$ cat src/rtl/i2c_target_regs.sv
`timescale 1ns/1ps
// I2C target serving a 4-byte register bank through an auto-incrementing pointer.
// Bus events are seen 3-4 clk after the wire edge; SDA is only pulled low (open drain).
module i2c_target_regs #(
    parameter logic [6:0] ADDR = 7'h50
) (
    input  logic        clk,
    input  logic        rst,
    input  logic        i2c_scl,
    input  logic        i2c_sda,
    output logic        i2c_sda_oe,
    output logic [7:0]  data_out,
    output logic        data_valid,
    output logic [1:0]  reg_ptr,
    output logic [31:0] regs,
    output logic        busy
);

    typedef enum logic [3:0] {
        S_IDLE, S_ADDR, S_ADDR_ACK, S_PTR, S_PTR_ACK,
        S_WDATA, S_WDATA_ACK, S_RDATA, S_RDATA_ACK
    } state_t;

    state_t          r_state, w_state_nxt;
    logic            r_scl_s1, r_scl_s2, r_scl_d;
    logic            r_sda_s1, r_sda_s2, r_sda_d;
    logic [3:0]      r_cnt;
    logic [6:0]      r_rx;
    logic [7:0]      r_tx;
    logic            r_rw, r_ack_ph, r_oe, r_busy, r_dv;
    logic [1:0]      r_ptr;
    logic [3:0][7:0] r_regs;
    logic [7:0]      r_data_out;
    logic            w_oe_nxt, w_busy_nxt;

    wire       w_scl_rise  = r_scl_s2 & ~r_scl_d;
    wire       w_scl_fall  = ~r_scl_s2 & r_scl_d;
    wire       w_start     = r_scl_s2 & r_scl_d & r_sda_d & ~r_sda_s2;
    wire       w_stop      = r_scl_s2 & r_scl_d & ~r_sda_d & r_sda_s2;
    wire [7:0] w_rx_byte   = {r_rx, r_sda_s2};
    wire       w_byte_done = w_scl_rise && (r_cnt == 4'd7);
    wire       w_addr_hit  = (w_rx_byte[7:1] == ADDR);
    wire [1:0] w_ptr_inc   = r_ptr + 2'd1;

    always_ff @(posedge clk or posedge rst) begin
        if (rst) begin
            {r_scl_s1, r_scl_s2, r_scl_d} <= 3'b111;
            {r_sda_s1, r_sda_s2, r_sda_d} <= 3'b111;
            r_state <= S_IDLE;
        end else begin
            {r_scl_s1, r_scl_s2, r_scl_d} <= {i2c_scl, r_scl_s1, r_scl_s2};
            {r_sda_s1, r_sda_s2, r_sda_d} <= {i2c_sda, r_sda_s1, r_sda_s2};
            r_state <= w_state_nxt;
        end
    end

    // STOP outranks repeated START, which outranks any in-state progress.
    always_comb begin
        w_state_nxt = r_state;
        if (w_stop) begin
            w_state_nxt = S_IDLE;
        end else if (w_start) begin
            w_state_nxt = S_ADDR;
        end else begin
            case (r_state)
                S_ADDR:      if (w_byte_done) w_state_nxt = w_addr_hit ? S_ADDR_ACK : S_IDLE;
                S_ADDR_ACK:  if (w_scl_fall && r_ack_ph) w_state_nxt = r_rw ? S_RDATA : S_PTR;
                S_PTR:       if (w_byte_done) w_state_nxt = S_PTR_ACK;
                S_PTR_ACK:   if (w_scl_fall && r_ack_ph) w_state_nxt = S_WDATA;
                S_WDATA:     if (w_byte_done) w_state_nxt = S_WDATA_ACK;
                S_WDATA_ACK: if (w_scl_fall && r_ack_ph) w_state_nxt = S_WDATA;
                S_RDATA:     if (w_scl_fall && r_cnt == 4'd8) w_state_nxt = S_RDATA_ACK;
                S_RDATA_ACK: if (w_scl_rise) w_state_nxt = r_sda_s2 ? S_IDLE : S_RDATA;
                default:     w_state_nxt = S_IDLE;
            endcase
        end
    end

    // The ACK phase flag splits each 9th bit into "assert on first fall, release on second".
    always_comb begin
        w_oe_nxt = 1'b0;
        if (!(w_stop || w_start)) begin
            case (r_state)
                S_ADDR_ACK, S_PTR_ACK, S_WDATA_ACK: begin
                    w_oe_nxt = r_oe;
                    if (w_scl_fall) begin
                        if (!r_ack_ph)
                            w_oe_nxt = 1'b1;
                        else if (r_state == S_ADDR_ACK && r_rw)
                            w_oe_nxt = ~r_regs[r_ptr][7];
                        else
                            w_oe_nxt = 1'b0;
                    end
                end
                S_RDATA: begin
                    w_oe_nxt = r_oe;
                    if (w_scl_fall) begin
                        if (r_cnt == 4'd0)      w_oe_nxt = ~r_tx[7];
                        else if (r_cnt == 4'd8) w_oe_nxt = 1'b0;
                        else                    w_oe_nxt = ~r_tx[6];
                    end
                end
                default: w_oe_nxt = 1'b0;
            endcase
        end
        w_busy_nxt = r_busy;
        if (r_state == S_ADDR && w_byte_done && w_addr_hit) w_busy_nxt = 1'b1;
        if (w_state_nxt == S_IDLE) w_busy_nxt = 1'b0;
    end

    always_ff @(posedge clk or posedge rst) begin
        if (rst) begin
            r_cnt      <= 4'd0;
            r_rx       <= 7'd0;
            r_tx       <= 8'd0;
            r_rw       <= 1'b0;
            r_ack_ph   <= 1'b0;
            r_oe       <= 1'b0;
            r_busy     <= 1'b0;
            r_dv       <= 1'b0;
            r_ptr      <= 2'd0;
            r_regs     <= '0;
            r_data_out <= 8'd0;
        end else begin
            r_oe   <= w_oe_nxt;
            r_busy <= w_busy_nxt;
            r_dv   <= 1'b0;
            if (w_stop || w_start) begin
                r_cnt    <= 4'd0;
                r_ack_ph <= 1'b0;
            end else begin
                case (r_state)
                    S_ADDR, S_PTR, S_WDATA: begin
                        if (w_scl_rise) begin
                            r_rx  <= w_rx_byte[6:0];
                            r_cnt <= w_byte_done ? 4'd0 : r_cnt + 4'd1;
                        end
                        if (w_byte_done && r_state == S_ADDR) r_rw <= r_sda_s2;
                        if (w_byte_done && r_state == S_PTR) r_ptr <= w_rx_byte[1:0];
                        if (w_byte_done && r_state == S_WDATA) begin
                            r_regs[r_ptr] <= w_rx_byte;
                            r_data_out    <= w_rx_byte;
                            r_dv          <= 1'b1;
                            r_ptr         <= w_ptr_inc;
                        end
                    end
                    S_ADDR_ACK, S_PTR_ACK, S_WDATA_ACK: begin
                        if (w_scl_fall) begin
                            r_ack_ph <= ~r_ack_ph;
                            if (r_state == S_ADDR_ACK && r_ack_ph) r_tx <= r_regs[r_ptr];
                        end
                    end
                    S_RDATA: begin
                        if (w_scl_rise)
                            r_cnt <= r_cnt + 4'd1;
                        else if (w_scl_fall && r_cnt == 4'd8)
                            r_cnt <= 4'd0;
                        else if (w_scl_fall && r_cnt != 4'd0)
                            r_tx <= {r_tx[6:0], 1'b0};
                    end
                    S_RDATA_ACK: begin
                        if (w_scl_rise) begin
                            r_ptr <= w_ptr_inc;
                            r_tx  <= r_regs[w_ptr_inc];
                        end
                    end
                    default: ;
                endcase
            end
        end
    end

    assign i2c_sda_oe = r_oe;
    assign data_out   = r_data_out;
    assign data_valid = r_dv;
    assign reg_ptr    = r_ptr;
    assign regs       = r_regs;
    assign busy       = r_busy;

endmodule

$ cat config.mk
export PLATFORM = sky130hd
export DESIGN_NAME = i2c_target_regs
export DESIGN_NICKNAME = d
export VERILOG_FILES = /design/src/rtl/i2c_target_regs.sv
export SDC_FILE = /design/constraint.sdc
export NUM_CORES = 1
export LEC_CHECK = 0
export CAP_MARGIN = 5
export CORE_UTILIZATION = 30
export DETAILED_ROUTE_END_ITERATION = 6
export SLEW_MARGIN = 20
export SYNTH_ARGS = -nofsm -noshare
export SYNTH_HDL_FRONTEND = slang
export SYNTH_SLANG_ARGS = --single-unit
$ cat constraint.sdc
create_clock -name clk -period 2.9 [get_ports clk]
set_input_delay 0.435 -clock clk [delete_from_list [all_inputs] [get_ports clk]]
set_output_delay 0.435 -clock clk [all_outputs]
set_load 0.01 [all_outputs]
Yosys cells after proc, flatten, opt, wreduce, memory -nomap -nowiden
Index checks and enable logic that the tools add are counted.
{ "op_classes": {"n_addsub": 2, "multipliers": 0, "div_mod_pow": 0, "n_lt_le_gt_ge": 3, "eq_ne": 22, "n_shift": 0, "n_mux": 53, "bitwise": 16, "reduce_logical": 32} }
{ "ops": {"columns": ["op", "n"], "rows": [
  ["$mux 8", 9],
  ["$mux 4", 14],
  ["$bmux 8 s2", 2],
  ["$bwmux 32", 1],
  ["$pmux 4 s7", 1],
  ["$pmux 8 s3", 1],
  ["$eq 4x3->1 const B", 5],
  ["$demux 8 s2", 1],
  ["$mux 1", 15],
  ["$ne 2x2->1 const B", 6],
  ["$ne 3x3->1 const B", 4],
  ["$reduce_and 3->1", 4],
  ["$logic_and 1x1->1", 11],
  ["$not 1->1", 9],
  ["$eq 4x2->1 const B", 2],
  ["$eq 4x4->1 const B", 2],
  ["$logic_not 4->1", 2],
  ["$mux 2", 4],
  ["$pmux 4 s2", 1],
  ["$reduce_and 8->1", 1],
  ["$reduce_bool 2->1", 4],
  ["$and 1x1->1", 7],
  ["$eq 7x7->1 const B", 1],
  ["$lt 2x3->1 const B", 2],
  ["other kinds (15)", 19]
]} }
{ "word_totals": {"regBits": 76, "latchBits": 0, "ram_bits": 0, "rom_bits": 0, "in_bits": 4, "output_inout_bits": 45, "wordCells": 149, "mem_count": 0} }

Depth between registers and ports, before layout
Gate-level depths: netlist of run 1.
{ "depth": {"ltp_word": 9, "mapped_depth": 9, "ltp_nobuf": 7} }

Worst setup path after synthesis of run 1
No wires, ideal clock.
{ "synth_timing": {"path_type": "register -> register", "startpoint": "reg r_ptr[0] (netlist: reg_ptr[0])", "endpoint": "reg r_tx[0]", "setup_time_ns": 0.125, "arrival_ns": 2.678, "t_required_ns": 2.775, "path_slack_ns": 0.098, "path_stages_with_launch": 9, "period_less_slack_ns": 2.802, "path_cell_list": "dfrtp_1 > buf_2 > buf_2 > inv_1 > ha_1 > clkbuf_1 > mux4_2 > a22o_1 > mux2_2"} }
{ "synth_between": {"elab_chain_len": 5, "elab_cells_between_ends": 9} }
{ "synth_rtl": {"columns": ["element", "line", "rtl"], "rows": [
  ["from (decl)", "31", "logic [1:0] r_ptr;"],
  ["from (signal assigned)", "139", "if (w_byte_done && r_state == S_PTR) r_ptr <= w_rx_byte[1:0];"],
  ["from (signal assigned)", "144", "r_ptr <= w_ptr_inc;"],
  ["from (signal assigned)", "163", "r_ptr <= w_ptr_inc;"],
  ["$add 2x1->2 or $bmux 8 s2 (tied branches)", "43, 150", null],
  ["$bmux 8 s2 or $mux 8 (tied branches)", "164, 150", null],
  ["$mux 8 (on tied branches)", "164, 150", null],
  ["$mux 8 (on tied branches)", "162, 148", null],
  ["$pmux 8 s3 *", "132", "case (r_state)"],
  ["to (signal assigned)", "150", "if (r_state == S_ADDR_ACK && r_ack_ph) r_tx <= r_regs[r_ptr];"],
  ["to (signal assigned)", "159", "r_tx <= {r_tx[6:0], 1'b0};"],
  ["to (signal assigned)", "164", "r_tx <= r_regs[w_ptr_inc];"],
  ["to (decl)", "29", "logic [7:0] r_tx;"]
]} }
Mark *: on every way between the ends. The rest lies on a longest branch, timed or not. The select of a mux whose other input is x is not followed.
A chain may end at the register's enable or synchronous reset.

Worst setup path in the final report of run 1
{ "layout_timing": {"startpoint": "reg r_scl_s2", "endpoint": "reg r_regs, in the netlist regs[4]"} }
{ "layout_between": {"elab_chain_len": 6, "elab_cells_between_ends": 11} }
{ "layout_rtl": {"columns": ["element", "line", "rtl"], "rows": [
  ["from (decl)", "25", "logic r_scl_s1, r_scl_s2, r_scl_d;"],
  ["from (signal assigned)", "51", "{r_scl_s1, r_scl_s2, r_scl_d} <= {i2c_scl, r_scl_s1, r_scl_s2};"],
  ["$and 1x1->1", "38, 39", null],
  ["$and 1x1->1 (on tied branches) (2 in series)", "39, 38", null],
  ["$logic_or 1x1->1", "128", "if (w_stop || w_start) begin"],
  ["$not 1->1 (no line)", null, null],
  ["$reduce_and 3->1 (no line) *", null, null],
  ["to (signal, indexed assignment)", "141", "r_regs[r_ptr] <= w_rx_byte;"],
  ["to (decl)", "32", "logic [3:0][7:0] r_regs;"]
]} }
Mark *: on every way between the ends. The rest lies on a longest branch, timed or not.

==> results of run 1 <==
worst register-to-register path, stage by stage (launching register included):
cell,delay (ns)
dfstp_2,0.61
nor2b_2,0.37
nand4_2,0.33
inv_2,0.35
nand2_2,0.27
mux2_2,0.34
flip-flops by register name (all words and copies together), names as in the netlist, 2 cells and up:
name      count
data_out      8
reg_ptr       2
r_state       4
regs         32
r_rx          7
r_tx          8
r_cnt         4
cell usage in the layout, fill, tap and decap left out, types with 3 or more instances in the layout:
cell type,instances
nor2b_1,4
nor2_1,10
dfrtp_1,70
o21bai_1,3
nand3_1,3
clkdlybuf4s50_1,48
nor3_1,4
nand2_1,48
ha_1,6
nand3b_1,3
dfstp_2,6
mux2_2,48
a22oi_1,7
buf_4,7
o21ai_0,8
mux4_2,16
nand2b_1,4
clkbuf_16,9
a21oi_1,10
inv_1,6
nand2_2,4
nor4b_1,4
metrics by stage:
| step | power, µW | instances | instance area, µm² |
|---|---|---|---|
| after floorplan | 1409 | 323 | 3899 |
| after global placement | 1499 | 536 | 4592 |
| after detailed placement | 1506 | 536 | 4592 |
| after CTS | 2643 | 551 | 4893 |
| after global routing | 2741 | 551 | 4893 |
| final | 2615 | 551 | 4893 |
cell families after synthesis:
group / after synthesis / share of synthesized area (%)
compound gates: 47 / 8.312
fa+ha+maj: 6 / 1.925
simple gates: 104 / 14.25
mux: 66 / 23.62
buf+inv: 23 / 2.696
xor+xnor: 1 / 0.2247
flops: 76 / 48.97
path summary, 6_finish.rpt:
path / startpoint / end / slack (ns) / cells after the start
max: r_scl_s2 / regs[4] / 0.53 / 5
min: r_sda_s1 / r_sda_s2 / 0.36 / 0
max reg2reg: r_scl_s2 / regs[4] / 0.53 / 5
min reg2reg: r_sda_s1 / r_sda_s2 / 0.36 / 0
max in group asynchronous: rst / regs[14] / 1.80 / 3
min in group asynchronous: rst / regs[0] / 0.46 / 2
final cells by class:
type                       instances  area [µm²]  area share [%]
sequential                        76        1909           39.02
multi-input combinational        224        1884           38.51
clock inverter                     4       48.80          0.9972
tap                              172       215.2           4.398
clock buffer                      11       252.7           5.165
inverter                           8       30.03          0.6137
timing repair buffer              56       553.0           11.30
report_power, final:
part           switching (µW)  total, µW  internal [µW]
clock                     422       1130            706
combinational             103        209            106
sequential                149       1280           1130
per-layer routing:
metal | routed length, µm | vias up | track usage, %
met5 | 0 | - | 0
met4 | 153 | 0 | 5.556
met3 | 493 | 13 | 3.609
met2 | 4665 | 83 | 25.71
met1 | 4071 | 1427 | 19.20
li1 | - | 1288 | -
==> qor.yml, run 1 <==
critical_path:
  crit_type: "reg2reg"
  worst-path-buf-inv: 1
  crit_path_start_kind: "register"
  cp_top_family: "simple AND/OR/NAND/NOR gates"
  setup.worst_path.end_class: "register"
  slowest_stage: "dfstp_2"
  critical_path_required_ns: 3.12
  cp_max_fo: 15
  slowest_delay_ns: 0.61
  worstPathCellList: "nor2b_2 > nand4_2 > inv_2 > nand2_2 > mux2_2"
  arrival_ns: 2.59
timing:
  hold_violations: 0
  final.setup.tns_ns: 0
  fin_skew_ns: 0.008003
  whs_ns: 0.3551
  finalSetupViolCount: 0
  worst_slack_ns: 0.5274
  fmax_mhz: 421.5
  finalCritPeriodShare_pct: 81.82
  drv_slew: 0
  worst_pin_slew_ns: 0.6896
  rsz0062_at_grt: "false"
  fin_crit_ns: 2.373
  relSlewSlack_pct: 53.86
min_path:
  hold_path.class: "reg2reg"
finish:
  drive_gt1_share_pct: 28.23
  antenna_cells: 0
  fin_util_pct: 38.62
  nFillCells: 1238
  synthToLayoutAreaGrowth_pct: 25.51
  fin_nets: 385
drt:
  drc_errors: 0
  drtAntennaViolNets: 0
  dr.pass1.iters: 4
  drt_iter0_markers: 158
  via_per_inst: 5.102
  wire_per_inst_um: 17.03
  wl_um: 9384
  via_count: 2811
die:
  die_w_um: 116
  dieArea_um2: 13460
  coreArea_um2: 12670
  die_h_um: 116
  initial_utilization_pct: 30.77
  num_rows: 41
  io_pins: 49
logic_synthesis:
  synth.distinct_cells: 55
  netlist_top_cells_area: "dfrtp_1 (45%), mux2_2 (14%), mux4_2 (9.2%), nand2_1 (4.6%), dfstp_2 (4.0%)"
  syn-num-nets: 333
  synth_edf_count: 0
  syn_area_um2: 3899
  ys_ff_latch: 76
  synth_largest_area_cell: "dfrtp_1"
  synth_top_area_share_pct: 44.93
  post_synth_most_frequent_cells: "dfrtp_1 (70), mux2_2 (48), nand2_1 (48)"
  syn-mean-instance-area_um2: 12.07
  synth.most_common_cell: "dfrtp_1"
  ys_seq_area_share_pct: 48.97
  ys.warnings.count: 0
  synth_async_sr_flop_share_pct: 100.0
  ys.flop_type: "dfrtp_1"
  syn_inst: 323
power:
  p_per_area_nw_per_um2: 534.4
  cellLeakagePower_uw: 0.002184
  irDropWorstVdd_v: 0.0002727
clocking:
  ctsHoldBuffers: 0
  postCtsSetupBuffers: 0
  clockBufferDepth: 2
  clock_latency_ns: 0.34
  clk_pin_slew_ns: 0.06
  cts_made_buffers: 9
  htreeDepth: 3
  cts.sinks: 76
  cts_root_buf: "clkbuf_16"
  cts-resized-gates: 0
  cts_tree: "built"
flow_run:
  maxCapViolCount: 0
grt:
  grt_pass1_vias: 2934
  track_usage_pct: 15.30
  antenna_found_initial: 0
  grt_pass1_wl_um: 15440
  overflow: 0
  grt_max_degree: 37
placed_design:
  gp_congestion: 0.8296
  dp_hpwl_um: 6427
  place_ws_ns: 0.5186
  portBuffers: 48
status:
  status: "complete, no violations"
No activity file was read; power rests on OpenSTA's default activity.
==> run 2: changes to the inputs <==
Clock period 2.9 ns to 2.5 ns, I/O delays scaled along.
==> qor.yml, run 2 (same netlist as run 1, synthesis figures left out) <==
clocking:
  postCtsSetupBuffers: 0
  cts.sinks: 76
  cts_tree: "built"
  clock_latency_ns: 0.34
  cts_made_buffers: 9
  cts_root_buf: "clkbuf_16"
  ctsHoldBuffers: 0
  clockBufferDepth: 2
  cts-resized-gates: 0
  clk_pin_slew_ns: 0.06
  htreeDepth: 3
finish:
  stdcell_count: 557
  antenna_cells: 0
  largest_reg_flops: 32
  seqCellArea_um2: 1909
  layout.cells.most_common: "dfrtp_1"
  nFillCells: 1219
  multi_input_area_um2: 1884
  fin_util_pct: 39.22
  synthToLayoutAreaGrowth_pct: 27.47
  drive_gt1_share_pct: 29.09
  mostFrequentLayoutCells: "dfrtp_1 (70), mux2_2 (48), nand2_1 (48), clkdlybuf4s50_1 (48), mux4_2 (16)"
  fin_nets: 390
power:
  p_per_area_nw_per_um2: 647.6
  p_seq_share_pct: 46.0
  intPower_uw: 2416
  p_sw_uw: 802.7
  combinationalPowerShare_pct: 8.2
  irDropWorstVdd_v: 0.0003322
  cellLeakagePower_uw: 0.002221
  p_sw_share_pct: 24.94
  clkPwrFrac_pct: 45.8
drt:
  via_count: 2840
  drc_errors: 0
  wire_per_inst_um: 16.92
  dr.pass1.iters: 4
  via_per_inst: 5.099
  wl_um: 9423
  drtAntennaViolNets: 0
  drt_iter0_markers: 198
critical_path:
  crit_path_start_kind: "register"
  reg2reg_depth: 5
  crit_type: "reg2reg"
  critical_path_required_ns: 2.72
  r2r-start: "r_scl_s2"
  cp_max_fo: 10
  setup.worst_path.end_class: "register"
  rrSetupSlack_ns: 0.32
  arrival_ns: 2.40
  startpoint: "r_scl_s2"
  rr_endpoint: "busy"
  endpoint: "busy"
timing:
  worst_slack_ns: 0.3161
  worst_pin_slew_ns: 0.6492
  fin_skew_ns: 0.005250
  finalSetupViolCount: 0
  whs_ns: 0.3540
  final.setup.tns_ns: 0
  relSlewSlack_pct: 56.56
  fin_crit_ns: 2.184
  finalCritPeriodShare_pct: 87.35
  rsz0062_at_grt: "false"
  drv_slew: 0
  fmax_mhz: 457.9
  hold_violations: 0
die:
  num_rows: 41
  coreArea_um2: 12670
  initial_utilization_pct: 30.77
  die_w_um: 116
  die_h_um: 116
  dieArea_um2: 13460
  io_pins: 49
placed_design:
  gp_congestion: 0.8460
  place_ws_ns: 0.3393
  place_inst: 541
  portBuffers: 48
  dp_hpwl_um: 6619
grt:
  grt_max_degree: 34
  overflow: 0
  track_usage_pct: 15.44
  grt_pass1_wl_um: 15610
  antenna_found_initial: 0
  grt_pass1_vias: 2953
min_path:
  hold_path.class: "reg2reg"
flow_run:
  maxCapViolCount: 0
status:
  status: "complete, no violations"
[run 2: metrics by stage]
step	cell area (µm²)	power (µW)
global route	4970	3352
floorplan	3906	1634
CTS	4970	3251
global placement	4629	1748
finish	4970	3218
detailed placement	4629	1761
[run 2: worst min-delay path by stage]
stage              from  depth (start not counted)  slack [ns]  endpoint
2_1_floorplan  r_scl_s1                          0        0.35  r_scl_s2
3_3_place_gp   r_sda_s1                          0        0.35  r_sda_s2
3_5_place_dp   r_sda_s1                          0        0.35  r_sda_s2
4_1_cts        r_sda_s1                          0        0.36  r_sda_s2
5_1_grt        r_sda_s1                          0        0.36  r_sda_s2
6_report       r_sda_s1                          0        0.35  r_sda_s2
[run 2: critical path, stage by stage, from the launching register on]
cell	delay [ns]
dfstp_2	0.62
nor2b_2	0.37
and3_1	0.25
nor2_1	0.08
o32a_1	0.37
o41a_1	0.37
[run 2: layer usage]
| layer | up-vias | GRT usage (%) | part of all wire, % |
|---|---|---|---|
| li1 | 1304 | - | - |
| met1 | 1447 | 20.57 | 45 |
| met2 | 71 | 24.09 | 48 |
| met3 | 18 | 3.661 | 4.2 |
| met4 | 0 | 6.496 | 2.3 |
| met5 | - | 0 | 0 |
[run 2: final cells by class]
class,instances,share of cell area (%)
Inverter,8,0.6042
Sequential cell,76,38.42
Multi-Input combinational cell,224,37.92
Timing Repair Buffer,61,11.88
Clock inverter,6,2.241
Tap cell,172,4.330
Clock buffer,10,4.607
[run 2: power by group through the flow]
stage / sequential, µW / combinational (µW) / clock [µW]
6_report: 1480 / 263 / 1470
5_1_grt: 1500 / 293 / 1560
3_3_place_gp: 1490 / 256 / 0
3_5_place_dp: 1500 / 261 / 0
4_1_cts: 1480 / 263 / 1510
2_1_floorplan: 1410 / 222 / 0
